`config.mk`:
```
export PLATFORM = sky130hd
export DESIGN_NAME = hand_score_accumulator
export DESIGN_NICKNAME = d
export VERILOG_FILES = /design/src/rtl/baccarat_pkg.sv /design/src/rtl/hand_score_accumulator_card_value.sv /design/src/rtl/hand_score_accumulator.sv
export SDC_FILE = /design/constraint.sdc
export NUM_CORES = 1
export LEC_CHECK = 0
export ABC_AREA = 0
export BUFFER_PORTS_ARGS = -buffer_cell sky130_fd_sc_hd__buf_2
export CORE_MARGIN = 5
export CORE_UTILIZATION = 29
export CTS_CLUSTER_DIAMETER = 30
export DETAILED_ROUTE_END_ITERATION = 12
export GPL_TIMING_DRIVEN = 0
export MAX_ROUTING_LAYER = met4
export PLACE_DENSITY_LB_ADDON = 0.12
export SLEW_MARGIN = 20
export SYNTH_ARGS = -nofsm -noshare
export SYNTH_HDL_FRONTEND = slang
export SYNTH_SLANG_ARGS = --single-unit
export TNS_END_PERCENT = 5
```
`constraint.sdc`:
```
create_clock -name slow_clock -period 2.9 [get_ports slow_clock]
set_input_delay 0.435 -clock slow_clock [delete_from_list [all_inputs] [get_ports slow_clock]]
set_output_delay 0.435 -clock slow_clock [all_outputs]
set_load 0.05 [all_outputs]
```
`src/rtl/baccarat_pkg.sv`:
```
// ---------------------------------------------------------------------------
// baccarat_pkg
// Shared constants and types for the baccarat datapath: card rank codes,
// the width of a single card's score value, and the dealing FSM state type
// used by the hand score accumulator and the dealer FSM.
// No ports (package).
// ---------------------------------------------------------------------------
package baccarat_pkg;

    localparam int RANK_ACE   = 1;
    localparam int RANK_NINE  = 9;
    localparam int RANK_TEN   = 10;
    localparam int RANK_KING  = 13;

    // Wide enough for the largest face value (9).
    localparam int CARD_VAL_W = 4;

    typedef enum logic [1:0] {
        IDLE    = 2'd0,
        DEALING = 2'd1,
        DONE    = 2'd2
    } deal_state_t;

endpackage

```
`src/rtl/hand_score_accumulator_card_value.sv`:
```
// ---------------------------------------------------------------------------
// card_value
// Combinational mapping from a card rank to its baccarat score value.
// Ranks ace..nine score their face value; rank 0, ten and the court cards
// (and any unused code) score 0.
// Ports:
//   rank   in   CARD_W       raw card rank
//   value  out  CARD_VAL_W   score contribution of the card
// ---------------------------------------------------------------------------
module card_value
    import baccarat_pkg::*;
#(
    parameter int CARD_W = 4
) (
    input  logic [CARD_W-1:0]     rank,
    output logic [CARD_VAL_W-1:0] value
);

    always_comb begin
        value = '0;
        if ((32'(rank) >= RANK_ACE) && (32'(rank) <= RANK_NINE)) begin
            value = CARD_VAL_W'(rank);
        end
    end

endmodule

```
`src/rtl/hand_score_accumulator.sv`:
```
// ---------------------------------------------------------------------------
// hand_score_accumulator
// Accepts one card per cycle over a valid/ready handshake and routes it to one
// of NUM_HANDS hands. Each hand keeps a running modulo-MOD score, a card count
// and a natural flag (exactly two cards scoring MOD-2 or MOD-1).
// Optional feature macro: CARD_LOG_EN adds the 'cards' output holding the raw
// ranks of every hand in slot order.
// Ports:
//   slow_clock  in   1                     clock, rising edge
//   reset       in   1                     synchronous, active-high
//   start       in   1                     clear all hands, enter DEALING
//   stand       in   1                     stop dealing, enter DONE
//   card_valid  in   1                     card offered this cycle
//   card_ready  out  1                     card can be accepted
//   card_rank   in   CARD_W                rank of offered card
//   card_hand   in   HAND_W                destination hand index
//   score       out  NUM_HANDS*SCORE_W     packed scores, hand 0 at LSBs
//   count       out  NUM_HANDS*CNT_W       packed card counts
//   natural     out  NUM_HANDS             per-hand natural flag
//   done        out  1                     FSM in DONE
//   err         out  1                     pulse: previous accepted card dropped
//   cards       out  NUM_HANDS*MAX_CARDS*CARD_W  (CARD_LOG_EN only) rank log
// ---------------------------------------------------------------------------
module hand_score_accumulator
    import baccarat_pkg::*;
#(
    parameter  int NUM_HANDS = 2,
    parameter  int MAX_CARDS = 3,
    parameter  int CARD_W    = 4,
    parameter  int MOD       = 10,
    localparam int SCORE_W   = $clog2(MOD),
    localparam int HAND_W    = $clog2(NUM_HANDS) + 1,
    localparam int CNT_W     = $clog2(MAX_CARDS + 1)
) (
    input  logic                           slow_clock,
    input  logic                           reset,
    input  logic                           start,
    input  logic                           stand,
    input  logic                           card_valid,
    output logic                           card_ready,
    input  logic [CARD_W-1:0]              card_rank,
    input  logic [HAND_W-1:0]              card_hand,
    output logic [NUM_HANDS*SCORE_W-1:0]   score,
    output logic [NUM_HANDS*CNT_W-1:0]     count,
    output logic [NUM_HANDS-1:0]           natural,
    output logic                           done,
    output logic                           err
`ifdef CARD_LOG_EN
    ,
    output logic [NUM_HANDS*MAX_CARDS*CARD_W-1:0] cards
`endif
);

    localparam logic [HAND_W-1:0]  HAND_LIMIT = HAND_W'(NUM_HANDS);
    localparam logic [CNT_W-1:0]   CNT_FULL   = CNT_W'(MAX_CARDS);
    localparam logic [CNT_W-1:0]   CNT_TWO    = CNT_W'(2);
    localparam logic [SCORE_W:0]   MOD_WIDE   = (SCORE_W + 1)'(MOD);
    localparam logic [SCORE_W-1:0] NAT_LO     = SCORE_W'(MOD - 2);
    localparam logic [SCORE_W-1:0] NAT_HI     = SCORE_W'(MOD - 1);

    deal_state_t          state_q, state_d;
    logic [SCORE_W-1:0]   score_q   [NUM_HANDS];
    logic [SCORE_W-1:0]   score_d   [NUM_HANDS];
    logic [CNT_W-1:0]     count_q   [NUM_HANDS];
    logic [CNT_W-1:0]     count_d   [NUM_HANDS];
    logic [NUM_HANDS-1:0] natural_q, natural_d;
    logic                 err_q, err_d;

    logic [CARD_VAL_W-1:0] card_val;
    logic                  accept;
    logic                  hand_ok;
    logic                  drop;
    logic                  write_en;
    logic                  all_full;
    logic [SCORE_W-1:0]    tgt_score;
    logic [CNT_W-1:0]      tgt_count;
    logic [SCORE_W:0]      sum;
    logic [SCORE_W-1:0]    new_score;
    logic [CNT_W-1:0]      new_count;

    card_value #(
        .CARD_W (CARD_W)
    ) u_card_value (
        .rank  (card_rank),
        .value (card_val)
    );

    // Registered outputs plus the handshake ready. Ready deliberately ignores
    // card_hand so that a bad index is accepted and then flagged via err.
    always_comb begin
        score      = '0;
        count      = '0;
        for (int h = 0; h < NUM_HANDS; h++) begin
            score[h*SCORE_W +: SCORE_W] = score_q[h];
            count[h*CNT_W +: CNT_W]     = count_q[h];
        end
        natural    = natural_q;
        done       = (state_q == DONE);
        err        = err_q;
        card_ready = (state_q == DEALING) && !start && !stand;
    end

    // Look up the addressed hand and form its candidate new score/count.
    always_comb begin
        hand_ok   = (card_hand < HAND_LIMIT);
        tgt_score = '0;
        tgt_count = '0;
        for (int h = 0; h < NUM_HANDS; h++) begin
            if (card_hand == HAND_W'(h)) begin
                tgt_score = score_q[h];
                tgt_count = count_q[h];
            end
        end
        accept    = card_valid && card_ready;
        drop      = !hand_ok || (tgt_count == CNT_FULL);
        write_en  = accept && !drop;
        sum       = {1'b0, tgt_score} + (SCORE_W + 1)'(card_val);
        if (sum >= MOD_WIDE) begin
            new_score = SCORE_W'(sum - MOD_WIDE);
        end else begin
            new_score = SCORE_W'(sum);
        end
        new_count = tgt_count + CNT_W'(1);
    end

    // Per-hand state update; start clears everything regardless of state.
    // all_full looks at the post-update counts so the final card ends dealing.
    always_comb begin
        score_d   = score_q;
        count_d   = count_q;
        natural_d = natural_q;
        all_full  = 1'b1;
        if (start) begin
            for (int h = 0; h < NUM_HANDS; h++) begin
                score_d[h] = '0;
                count_d[h] = '0;
            end
            natural_d = '0;
        end else if (write_en) begin
            for (int h = 0; h < NUM_HANDS; h++) begin
                if (card_hand == HAND_W'(h)) begin
                    score_d[h]   = new_score;
                    count_d[h]   = new_count;
                    natural_d[h] = (new_count == CNT_TWO) &&
                                   ((new_score == NAT_LO) || (new_score == NAT_HI));
                end
            end
        end
        for (int h = 0; h < NUM_HANDS; h++) begin
            all_full = all_full && (count_d[h] == CNT_FULL);
        end
    end

    // Dealing FSM next state; start has priority over stand and cards.
    always_comb begin
        state_d = state_q;
        err_d   = accept && drop;
        case (state_q)
            IDLE: begin
                if (start) begin
                    state_d = DEALING;
                end
            end
            DEALING: begin
                if (start) begin
                    state_d = DEALING;
                end else if (stand) begin
                    state_d = DONE;
                end else if (accept && all_full) begin
                    state_d = DONE;
                end
            end
            DONE: begin
                if (start) begin
                    state_d = DEALING;
                end
            end
            default: begin
                state_d = IDLE;
            end
        endcase
    end

    always_ff @(posedge slow_clock) begin
        if (reset) begin
            state_q   <= IDLE;
            for (int h = 0; h < NUM_HANDS; h++) begin
                score_q[h] <= '0;
                count_q[h] <= '0;
            end
            natural_q <= '0;
            err_q     <= 1'b0;
        end else begin
            state_q   <= state_d;
            score_q   <= score_d;
            count_q   <= count_d;
            natural_q <= natural_d;
            err_q     <= err_d;
        end
    end

`ifdef CARD_LOG_EN
    localparam int LOG_W = NUM_HANDS * MAX_CARDS * CARD_W;

    logic [LOG_W-1:0] cards_q, cards_d;

    // A card lands in the slot indexed by the hand's count before the accept.
    always_comb begin
        cards_d = cards_q;
        if (start) begin
            cards_d = '0;
        end else if (write_en) begin
            for (int h = 0; h < NUM_HANDS; h++) begin
                for (int s = 0; s < MAX_CARDS; s++) begin
                    if ((card_hand == HAND_W'(h)) && (tgt_count == CNT_W'(s))) begin
                        cards_d[(h*MAX_CARDS + s)*CARD_W +: CARD_W] = card_rank;
                    end
                end
            end
        end
    end

    always_ff @(posedge slow_clock) begin
        if (reset) begin
            cards_q <= '0;
        end else begin
            cards_q <= cards_d;
        end
    end

    assign cards = cards_q;
`endif

endmodule
```
==> qor.yml <==
antenna_cells: 0
post-place-ws_ns: -0.384
p_leak_uw: 0.000632
nets: 191
critPathCaptureType: "register"
ys_seq_elements: 17
hold-path-endpoint: "state_q[0]"
gr-total-overflow: 0
drv_slew: 0
tightest_slew_ns: 0.489
cts.clk_slew.worst_paths_ns: 0.06
worst_r2r_path_depth: 11
peakVddDrop_v: 0.000229
relSlewSlack: 0.672
root_buffer: "clkbuf_8"
drc: 0
insertion_delay_ns: 0.25
cts_inserted_buffers: 3
wire_per_inst_um: 13.9
worstPathArrival_ns: 2.94
cts_tree: "yes"
fin_area_mm2: 0.00147
clockBufferDepth: 2
ant_nets: 0
worst_slack_ns: 0.133
rows: 23
yosysWarnings: 0
grt.total_usage: 0.123
placedCellCount: 214
finalCritPeriodShare: 0.954
top_usage_layer: "met2"
n_fill_cell: 408
grt_pass1_vias: 1097
holdCritPathClass: "in2reg"
use_met3: 0.0315
r2r-start: "score[4]"
setup_viol: 0
grt_max_degree: 11
globalplace.congestion: 0.749
clock_skew_ns: 0.000822
cap_viol_max_count: 0
synth_edf_count: 0
die_h_um: 73.4
hold_slack_ns: 0.382
post_dp_cell_area_mm2: 0.00137
whs_path_depth: 2
drtIter0Drc: 29
powerDensity_mw_per_mm2: 332
netlist_top_cells_area: "dfxtp_1 (29%), ha_1 (7.5%), mux2i_1 (6.0%)"
cts.hold.buffers_added: 0
start_util: 0.296
cp.required_ns: 3.07
synth.avg_cell_area_um2: 8.39
via_count: 1113
yosys-top-cells-count: "dfxtp_1 (17), nor2_1 (17), nand2_1 (10), nand3_1 (10)"
crit_type: "in2reg"
use_met2: 0.189
critPathLaunchType: "input pin"
viasPerCell: 5.04
yosysTopAreaCellShare: 0.292
reg2reg_slack_ns: 0.17
grt_pass1_wl_um: 5100
seq_area_frac_synth: 0.292
final_cells: 221
dr.pass1.iters: 4
netlist_instances: 139
yosysUniqueCellTypes: 42
met1_usage: 0.164
htree_levels: 1
core_mm2: 0.00394
top_level_ports: 28
clock_sinks: 17
syn_to_final_growth_pct: 26.4
fin_crit_ns: 2.77
max_freq_mhz: 361
drt-total-wl_um: 3070
synth_nets: 158
drive_gt1_frac: 0.316
worstPathMaxFanout: 10
post-route-util: 0.374
synth_area_mm2: 0.00117
rsz0062_at_grt: "false"
die_x_um: 73.4
antenna_found_initial: 0
outcome: "finished clean"
synth_top_area_cell: "dfxtp_1"
timing.rr.end: "score[2]"
place_hpwl_um: 2430
ys_async_sr_fraction: 0
hold_viol_final: 0
synth_ff_type: "dfxtp_1"
min_from: "reset"
portBuffers: 25
die_area_mm2: 0.00539
[state kept, by name, summed over array words and instances, names as in the netlist]
name	flops
count	4
err	1
natural	2
score	8
state_q	2
[how the worst max path moves through the flow]
stage,from,to,slack (ns)
floorplan,card_hand[0],score[2],-0.06
global placement,card_hand[0],score[6],-0.33
finish,card_hand[0],score[2],0.13
global route,card_rank[1],natural[1],0.01
detailed placement,card_hand[0],score[2],-0.38
CTS,card_hand[0],score[2],0.01
[cells in the final DEF (no fill, tap or decap), types with 4 or more instances in the layout]
| cell | Yosys | layout |
|---|---|---|
| ha_1 | 7 | 5 |
| inv_1 | 5 | 4 |
| mux2i_1 | 7 | 7 |
| dfxtp_1 | 17 | 15 |
| o21ai_0 | 4 | 4 |
| nand2_1 | 10 | 10 |
| nor2b_1 | 5 | 5 |
| nand3_1 | 10 | 10 |
| a21oi_1 | 7 | 7 |
| buf_2 | 3 | 28 |
| nor2_1 | 17 | 16 |
[worst max-delay path: stages]
cell and delay (ns):
buf_6 0.13, mux2i_1 0.19, nor2_1 0.07, ha_2 0.20, fa_2 0.41, xnor2_4 0.18, ha_4 0.17, inv_1 0.07
a221o_1 0.30, a31oi_4 0.18, mux2_2 0.39, o31ai_2 0.21
[timing repair]
action | CTS | global route
gates resized for setup | 5 | 4
pin swaps | 4 | 3
setup buffers | 3 | 0
endpoints found under the setup margin | 4 | 4
[layout make-up]
class,instances,area [um2],share of cell area
Multi-Input combinational cell,111,823,0.559
Sequential cell,17,343,0.233
Timing Repair Buffer,28,148,0.100
Tap cell,50,62.6,0.0424
Clock buffer,4,45.0,0.0306
Buffer,6,33.8,0.0229
Inverter,5,18.8,0.0127
[cells by family (layout without fill, tap and decap cells)]
logic type	after synthesis	in the layout	synth area share
multiplexers	9	9	0.0794
AND/OR/NAND/NOR	60	60	0.277
adder cells (fa/ha/maj)	8	8	0.0923
flip-flops	17	17	0.292
XOR/XNOR	3	3	0.0290
buffers and inverters	11	43	0.0451
AO/OA/AOI/OAI	31	31	0.186
[routing by layer]
| metal | vias up | share of wire |
|---|---|---|
| met5 | - | 0 |
| met2 | 33 | 0.45 |
| met4 | 0 | 0.0046 |
| met3 | 2 | 0.054 |
| li1 | 571 | - |
| met1 | 507 | 0.49 |
[power by group]
group	internal (uW)	switching, uW	leakage, uW
Clock	97.4	79.2	0.0000228
Combinational	32.3	43.8	0.000471
Sequential	235	1.81	0.000138
Total	365	125	0.000632
[metrics by stage]
step	setup TNS (ns)	total power (uW)
global placement	-1.27	311
detailed placement	-1.48	312
global route	0	513
finish	0	490
CTS	0	497
floorplan	-0.215	291
No activity file was read; power rests on OpenSTA's default activity.
